==> src/rtl/pc_sequencer.sv <==
// Program-counter sequencer with jump, call/return and a circular return-address stack.
// Sticky ovf/unf flags record calls on a full stack and returns on an empty one.
module pc_sequencer #(
  parameter int unsigned AW    = 8,
  parameter int unsigned DEPTH = 4
) (
  input  logic                       clk,
  input  logic                       rst,
  input  logic                       en,
  input  logic                       br,
  input  logic                       call,
  input  logic                       ret,
  input  logic [AW-1:0]              target,
  input  logic                       clr_err,
  output logic [AW-1:0]              pc,
  output logic [$clog2(DEPTH+1)-1:0] ras_cnt,
  output logic                       ovf,
  output logic                       unf
);

  localparam int unsigned CW = $clog2(DEPTH + 1);
  localparam int unsigned PW = $clog2(DEPTH);

  logic [AW-1:0] ras_mem [DEPTH];
  logic [PW-1:0] wr_ptr;

  logic [AW-1:0] pc_inc_c;
  logic [PW-1:0] rd_ptr_c;
  logic [AW-1:0] pc_nxt_c;
  logic [CW-1:0] cnt_nxt_c;
  logic [PW-1:0] ptr_nxt_c;
  logic          push_c;
  logic          ovf_set_c;
  logic          unf_set_c;

  function automatic logic [PW-1:0] ptr_inc(input logic [PW-1:0] p);
    return (p == PW'(DEPTH - 1)) ? '0 : p + PW'(1);
  endfunction

  function automatic logic [PW-1:0] ptr_dec(input logic [PW-1:0] p);
    return (p == '0) ? PW'(DEPTH - 1) : p - PW'(1);
  endfunction

  assign pc_inc_c = pc + AW'(1);
  assign rd_ptr_c = ptr_dec(wr_ptr);

  // Action select: ret > call > br > sequential; wr_ptr names the next free slot.
  always_comb begin
    pc_nxt_c  = pc;
    cnt_nxt_c = ras_cnt;
    ptr_nxt_c = wr_ptr;
    push_c    = 1'b0;
    ovf_set_c = 1'b0;
    unf_set_c = 1'b0;
    if (en) begin
      if (ret) begin
        if (ras_cnt != '0) begin
          pc_nxt_c  = ras_mem[rd_ptr_c];
          cnt_nxt_c = ras_cnt - CW'(1);
          ptr_nxt_c = rd_ptr_c;
        end else begin
          pc_nxt_c  = pc_inc_c;
          unf_set_c = 1'b1;
        end
      end else if (call) begin
        push_c    = 1'b1;
        pc_nxt_c  = target;
        ptr_nxt_c = ptr_inc(wr_ptr);
        // A full stack overwrites its oldest entry, which sits at the write slot.
        if (ras_cnt == CW'(DEPTH)) ovf_set_c = 1'b1;
        else                       cnt_nxt_c = ras_cnt + CW'(1);
      end else if (br) begin
        pc_nxt_c = target;
      end else begin
        pc_nxt_c = pc_inc_c;
      end
    end
  end

  always_ff @(posedge clk or posedge rst) begin
    if (rst) begin
      pc      <= '0;
      ras_cnt <= '0;
      wr_ptr  <= '0;
      ovf     <= 1'b0;
      unf     <= 1'b0;
    end else begin
      pc      <= pc_nxt_c;
      ras_cnt <= cnt_nxt_c;
      wr_ptr  <= ptr_nxt_c;
      ovf     <= ovf_set_c | (ovf & ~clr_err);
      unf     <= unf_set_c | (unf & ~clr_err);
    end
  end

  // Entry storage is not reset; a push sampled during reset is dropped.
  always_ff @(posedge clk) begin
    if (push_c && !rst) ras_mem[wr_ptr] <= pc_inc_c;
  end

endmodule

==> config.mk <==
export PLATFORM = sky130hd
export DESIGN_NAME = pc_sequencer
export DESIGN_NICKNAME = d
export VERILOG_FILES = /design/src/rtl/pc_sequencer.sv
export SDC_FILE = /design/constraint.sdc
export NUM_CORES = 1
export LEC_CHECK = 0
export ABC_CLOCK_PERIOD_IN_PS = 2700
export CAP_MARGIN = 20
export CORE_MARGIN = 8
export CORE_UTILIZATION = 30
export CTS_BUF_LIST = sky130_fd_sc_hd__clkbuf_4
export DETAILED_ROUTE_END_ITERATION = 10
export PLACE_DENSITY = 0.59
export SLEW_MARGIN = 20
export SYNTH_ARGS = -nofsm -noshare
export SYNTH_HDL_FRONTEND = slang
export SYNTH_SLANG_ARGS = --single-unit
==> constraint.sdc <==
create_clock -name clk -period 2.7 [get_ports clk]
set_clock_uncertainty 0.2 [all_clocks]
set_input_delay 0.405 -clock clk [delete_from_list [all_inputs] [get_ports clk]]
set_output_delay 0.405 -clock clk [all_outputs]
set_load 0.05 [all_outputs]
; ---- Yosys cells after proc, flatten, opt, wreduce, memory -nomap -nowiden
; Memory sizes are Yosys's and may differ from the RTL's.
; Cells that the tools add are included.
; Widths: inputs -> output; s select.
[totals]
reg_bits = 15
ramBits = 32
input_bits = 15
output_inout_bits = 13
elab_cells = 52
mem_count = 1
[mem_list]
columns = memory, depth, word_bits, read_ports, rd_ports_with_merged_regs, write_ports, line_no
row1 = ras_mem, 4, 8, 1, 0, 1, 24  ; logic [AW-1:0] ras_mem [DEPTH];
[classes]
add_sub_neg = 5
n_eq_ne = 4
n_mux = 25
bitwise_logic = 5
reduce_logical = 7
[ops]
columns = op, n
row1 = $mux 8, 4
row2 = $mux 1, 12
row3 = $mux 3, 4
row4 = $mux 2, 5
row5 = $add 8x1->8 const B, 1
row6 = $reduce_and 4->1, 1
row7 = $add 3x1->3 const B, 1
row8 = $eq 3x3->1 const B, 1
row9 = $reduce_and 3->1, 1
row10 = $reduce_bool 3->1, 1
row11 = $sub 3x1->3 const B, 1
row12 = $add 2x1->2 const B, 1
row13 = $and 1x1->1, 2
row14 = $eq 2x2->1 const B, 1
row15 = $logic_not 2->1, 1
row16 = $ne 2x1->1 const B, 1
row17 = $ne 2x2->1 const B, 1
row18 = $or 1x1->1, 2
row19 = $reduce_bool 2->1, 1
row20 = $sub 2x1->2 const B, 1
row21 = $logic_and 1x1->1, 1
row22 = $logic_not 1->1, 1
row23 = $not 1->1, 1

; ---- Depth between registers and ports, before layout
[depth]
word_depth = 6
depth_mapped = 9

; ---- Worst setup path before layout
; Ideal clock, no wire load.
[synth_path]
kind = flip-flop to flip-flop
startpoint = register wr_ptr[0]
endpoint = register pc[7]
setup_ps = 132
arrival_ps = 1911
t_required_ps = 2368
slack_ps = 456
stages_incl_launch_ff = 9
path_buffers = 2
period_less_slack_ps = 2244
path_cell_list = dfrtp_1 buf_2 inv_1 ha_1 nor2b_1 buf_6 mux4_2 a22oi_2 o211ai_2
[synth_between]
elab_chain_cells = 5
word_cells_on_any_way = 6
cone_classes = add/sub: 1 / mux: 3 / reduce/logical: 1 / memory: 1
[synth_rtl]
columns = element, line_no
row1 = from (decl), 25  ; logic [PW-1:0] wr_ptr;
row2 = from (signal assigned), 90  ; wr_ptr <= ptr_nxt_c;
row3 = $sub 2x1->2 or $logic_not 2->1 (tied branches), 41  ; return (p == '0) ? PW'(DEPTH - 1) : p - PW'(1);
row4 = $mux 2 (*), 41
row5 = $mem_v2 4x8 (*), n/a
row6 = $mux 8 (*), 57  ; if (ras_cnt != '0) begin
row7 = $mux 8 (*), 56  ; if (ret) begin
row8 = to (signal assigned), 88  ; pc <= pc_nxt_c;
row9 = to (decl), 15  ; output logic [AW-1:0] pc,
; Mark *: on every way between the ends. The rest lies on a longest branch, timed or not.
; A chain may end at the register's enable or synchronous reset.

; ---- Worst setup path in the final report
[layout_path]
startpoint = register ras_cnt[2]
endpoint = output ras_cnt[2]
[layout_lines]
columns = element, line_no
row1 = from (decl), 16  ; output logic [$clog2(DEPTH+1)-1:0] ras_cnt,
row2 = from (signal assigned), 89  ; ras_cnt <= cnt_nxt_c;
; No word-level cell between the ends.

==> results.cfg <==
[outcome]
status = finished clean

[timing]
slew_viol_final = 0
slew_headroom_pct = 55.22
rsz0062_at_grt = false
clock.fmax_mhz = 420.1
period_needed_ps = 2380
finalSetupTns_ps = 0
setup_violations = 0
min_period_over_period_pct = 88.16
worst_slew_pin_slew_ps = 671.0
hold_violations = 0
final.setup.worst_slack_ps = 319.6

[place]
pre_cts_slack_ps = 370.9
post-dp-hpwl_um = 3575
port_buffers = 27
gp_congestion = 0.8068

[clock_tree]
path_clk_slew_ps = 140
ctsResizeCount = 0
clk_latency_ps = 370
cts_setup_buffers = 0
clock_path_buffers = 2
cts_tree = done
root_buffer = clkbuf_4
numCtsBuffers = 5
hold_buffers = 0
cts.htree.levels = 2
clock-sinks = 47

[power_and_ir_drop]
sequentialPowerShare_pct = 38.8
switching_share_pct = 42.88
power_density_nw_per_um2 = 1084
p_int_uw = 1680
p_leak_uw = 0.0009893
pwr-share-comb_pct = 46.8
power.share.clock_pct = 14.4
ir_drop_v = 0.0005689
p_sw_uw = 1261

[routing]
drt_iter0_markers = 105
wirelength_um = 5070
drt_pass1_iterations = 4
drc = 0
vias = 1516
wl_per_cell_um = 16.30
vias_per_cell = 4.875
ant_nets = 0

[final_layout]
fillers = 720
seqCellArea_um2 = 1336
layout.nets = 232
n_antenna_cell = 0
multiInputGateArea_um2 = 823.3
areaGrowthSynthToFinish_pct = 21.18
drive_gt1_share_pct = 11.32

[grt]
grt-ovfl-total = 0
first_global_vias = 1579
antenna_found_initial = 0
track_usage_pct = 10.51
grt_max_degree = 19
grt_pass1_wl_um = 8183

[die]
design.die.area_um2 = 10480
core_area_um2 = 7253
die_w_um = 102.4
initial_utilization_pct = 30.86
rows = 31
die_h_um = 102.4
io_pins = 28

[logic_synthesis]
yosysWarnings = 0
synthFlopType = edfxtp_1
synth_nets = 200
yosysUniqueCellTypes = 40
syn_area_um2 = 2238
async_flop_share_pct = 31.91
ys_seq_elements = 47
ys_seq_area_share_pct = 59.70
synth_edf_count = 32
synthCells = 179
avgSynthCellArea_um2 = 12.51

[critical_path]
required_ps = 2100
crit_chain = clkdlybuf4s50_1
cp.buffers_inverters = 1
arrival_ps = 1780
crit_path_start_kind = register
critPathSlowestCell = clkdlybuf4s50_1
criticalPathCategory = register to output port
slowest_delay_ps = 870
path_max_fanout = 7
critPathCaptureType = output port
crit_family = buffers and inverters

[flow_run]
maxCapViolCount = 0

[worst_hold_path]
hold_path.class = input port to async pin
registers in the layout, indices dropped and copies added (netlist names):
name     cells
ovf          1
unf          1
pc           8
wr_ptr       2
ras_mem     32
ras_cnt      3
placed cells by master, fill, tap and decap left out, types with 5 or more instances in the layout:
cell | netlist | layout
a211oi_1 | 6 | 6
a21oi_1 | 12 | 12
buf_4 | 0 | 5
clkbuf_4 | 0 | 5
clkdlybuf4s50_1 | 0 | 27
dfrtp_1 | 15 | 15
edfxtp_1 | 32 | 32
ha_1 | 5 | 5
inv_1 | 11 | 11
mux2i_1 | 7 | 7
nand2_1 | 10 | 10
nor2_1 | 14 | 14
nor2b_1 | 6 | 6
o21ai_0 | 9 | 9
xor2_1 | 5 | 5
logic make-up after synthesis:
logic type,Yosys count,synth area share (%)
AOI/OAI and AO/OA,45,13.81
muxes,10,5.143
xor gates and xnor gates,9,3.521
and+or+nand+nor,44,10.62
adders and majority gates,6,3.689
DFF,47,59.70
buffers and inverters,18,3.521
synthesized netlist by cell type (2+ instances only):
library cell | n | area, um2
a222oi_1 | 4 | 40.04
a211oi_1 | 6 | 45.04
mux2i_1 | 7 | 70.07
xnor2_1 | 4 | 35.03
o21ai_0 | 9 | 45.04
nor2_1 | 14 | 52.55
a31oi_1 | 2 | 12.51
xor2_1 | 5 | 43.79
o22ai_1 | 2 | 12.51
buf_2 | 3 | 15.01
ha_1 | 5 | 62.56
nand3_1 | 4 | 20.02
and2_1 | 4 | 25.02
clkbuf_1 | 3 | 11.26
mux2_2 | 2 | 22.52
dfrtp_1 | 15 | 375.4
inv_1 | 11 | 41.29
a21oi_1 | 12 | 60.06
nor2b_1 | 6 | 37.54
edfxtp_1 | 32 | 960.9
nand2_1 | 10 | 37.54
layer usage:
layer  vias up  global-route usage (%)  share of wire, %
met4         0                   4.176               1.9
met1       737                   14.11                48
met5         -                       0                 0
met3        10                   2.793               5.3
li1        726                       -                 -
met2        43                   15.64                45
power by group through the flow:
stage / combinational [uW] / sequential, uW / clock, uW
after floorplan: 700 / 1410 / 0
after global placement: 1360 / 1160 / 0
after detailed placement: 1380 / 1160 / 0
after CTS: 1390 / 1140 / 434
after global routing: 1490 / 1170 / 466
final: 1380 / 1140 / 424
metrics by stage:
| stage | total power, uW | instances | util [%] | area [um2] | hold WS [ps] |
|---|---|---|---|---|---|
| final | 2942 | 311 | 37.40 | 2713 | 252.3 |
| after global routing | 3125 | 311 | 37.40 | 2713 | 297.4 |
| after CTS | 2965 | 311 | 37.40 | 2713 | 268.9 |
| after detailed placement | 2540 | 303 | 36.29 | 2633 | 337.8 |
| after global placement | 2527 | 303 | 36.29 | 2633 | 347.7 |
| after floorplan | 2111 | 179 | - | 2238 | 106.5 |
final timing paths:
check / startpoint / to / cells past startpoint / slack [ps]
setup / recovery: ras_cnt[2] / ras_cnt[2] / 1 / 320
hold / removal: rst / pc[1] / 2 / 250
setup reg to reg: wr_ptr[1] / pc[7] / 5 / 570
hold reg to reg: unf / unf / 2 / 360
max in group asynchronous: rst / pc[5] / 2 / 1610
min in group clk: unf / unf / 2 / 360
final cells by class:
| type | instances | share of cell area (%) |
|---|---|---|
| inverter | 11 | 1.522 |
| clock buffer | 5 | 1.384 |
| multi-input combinational | 114 | 30.35 |
| sequential | 47 | 49.26 |
| clock inverter | 3 | 1.568 |
| timing repair buffer | 32 | 11.35 |
| tap | 99 | 4.566 |
No activity file was read; power rests on OpenSTA's default activity.
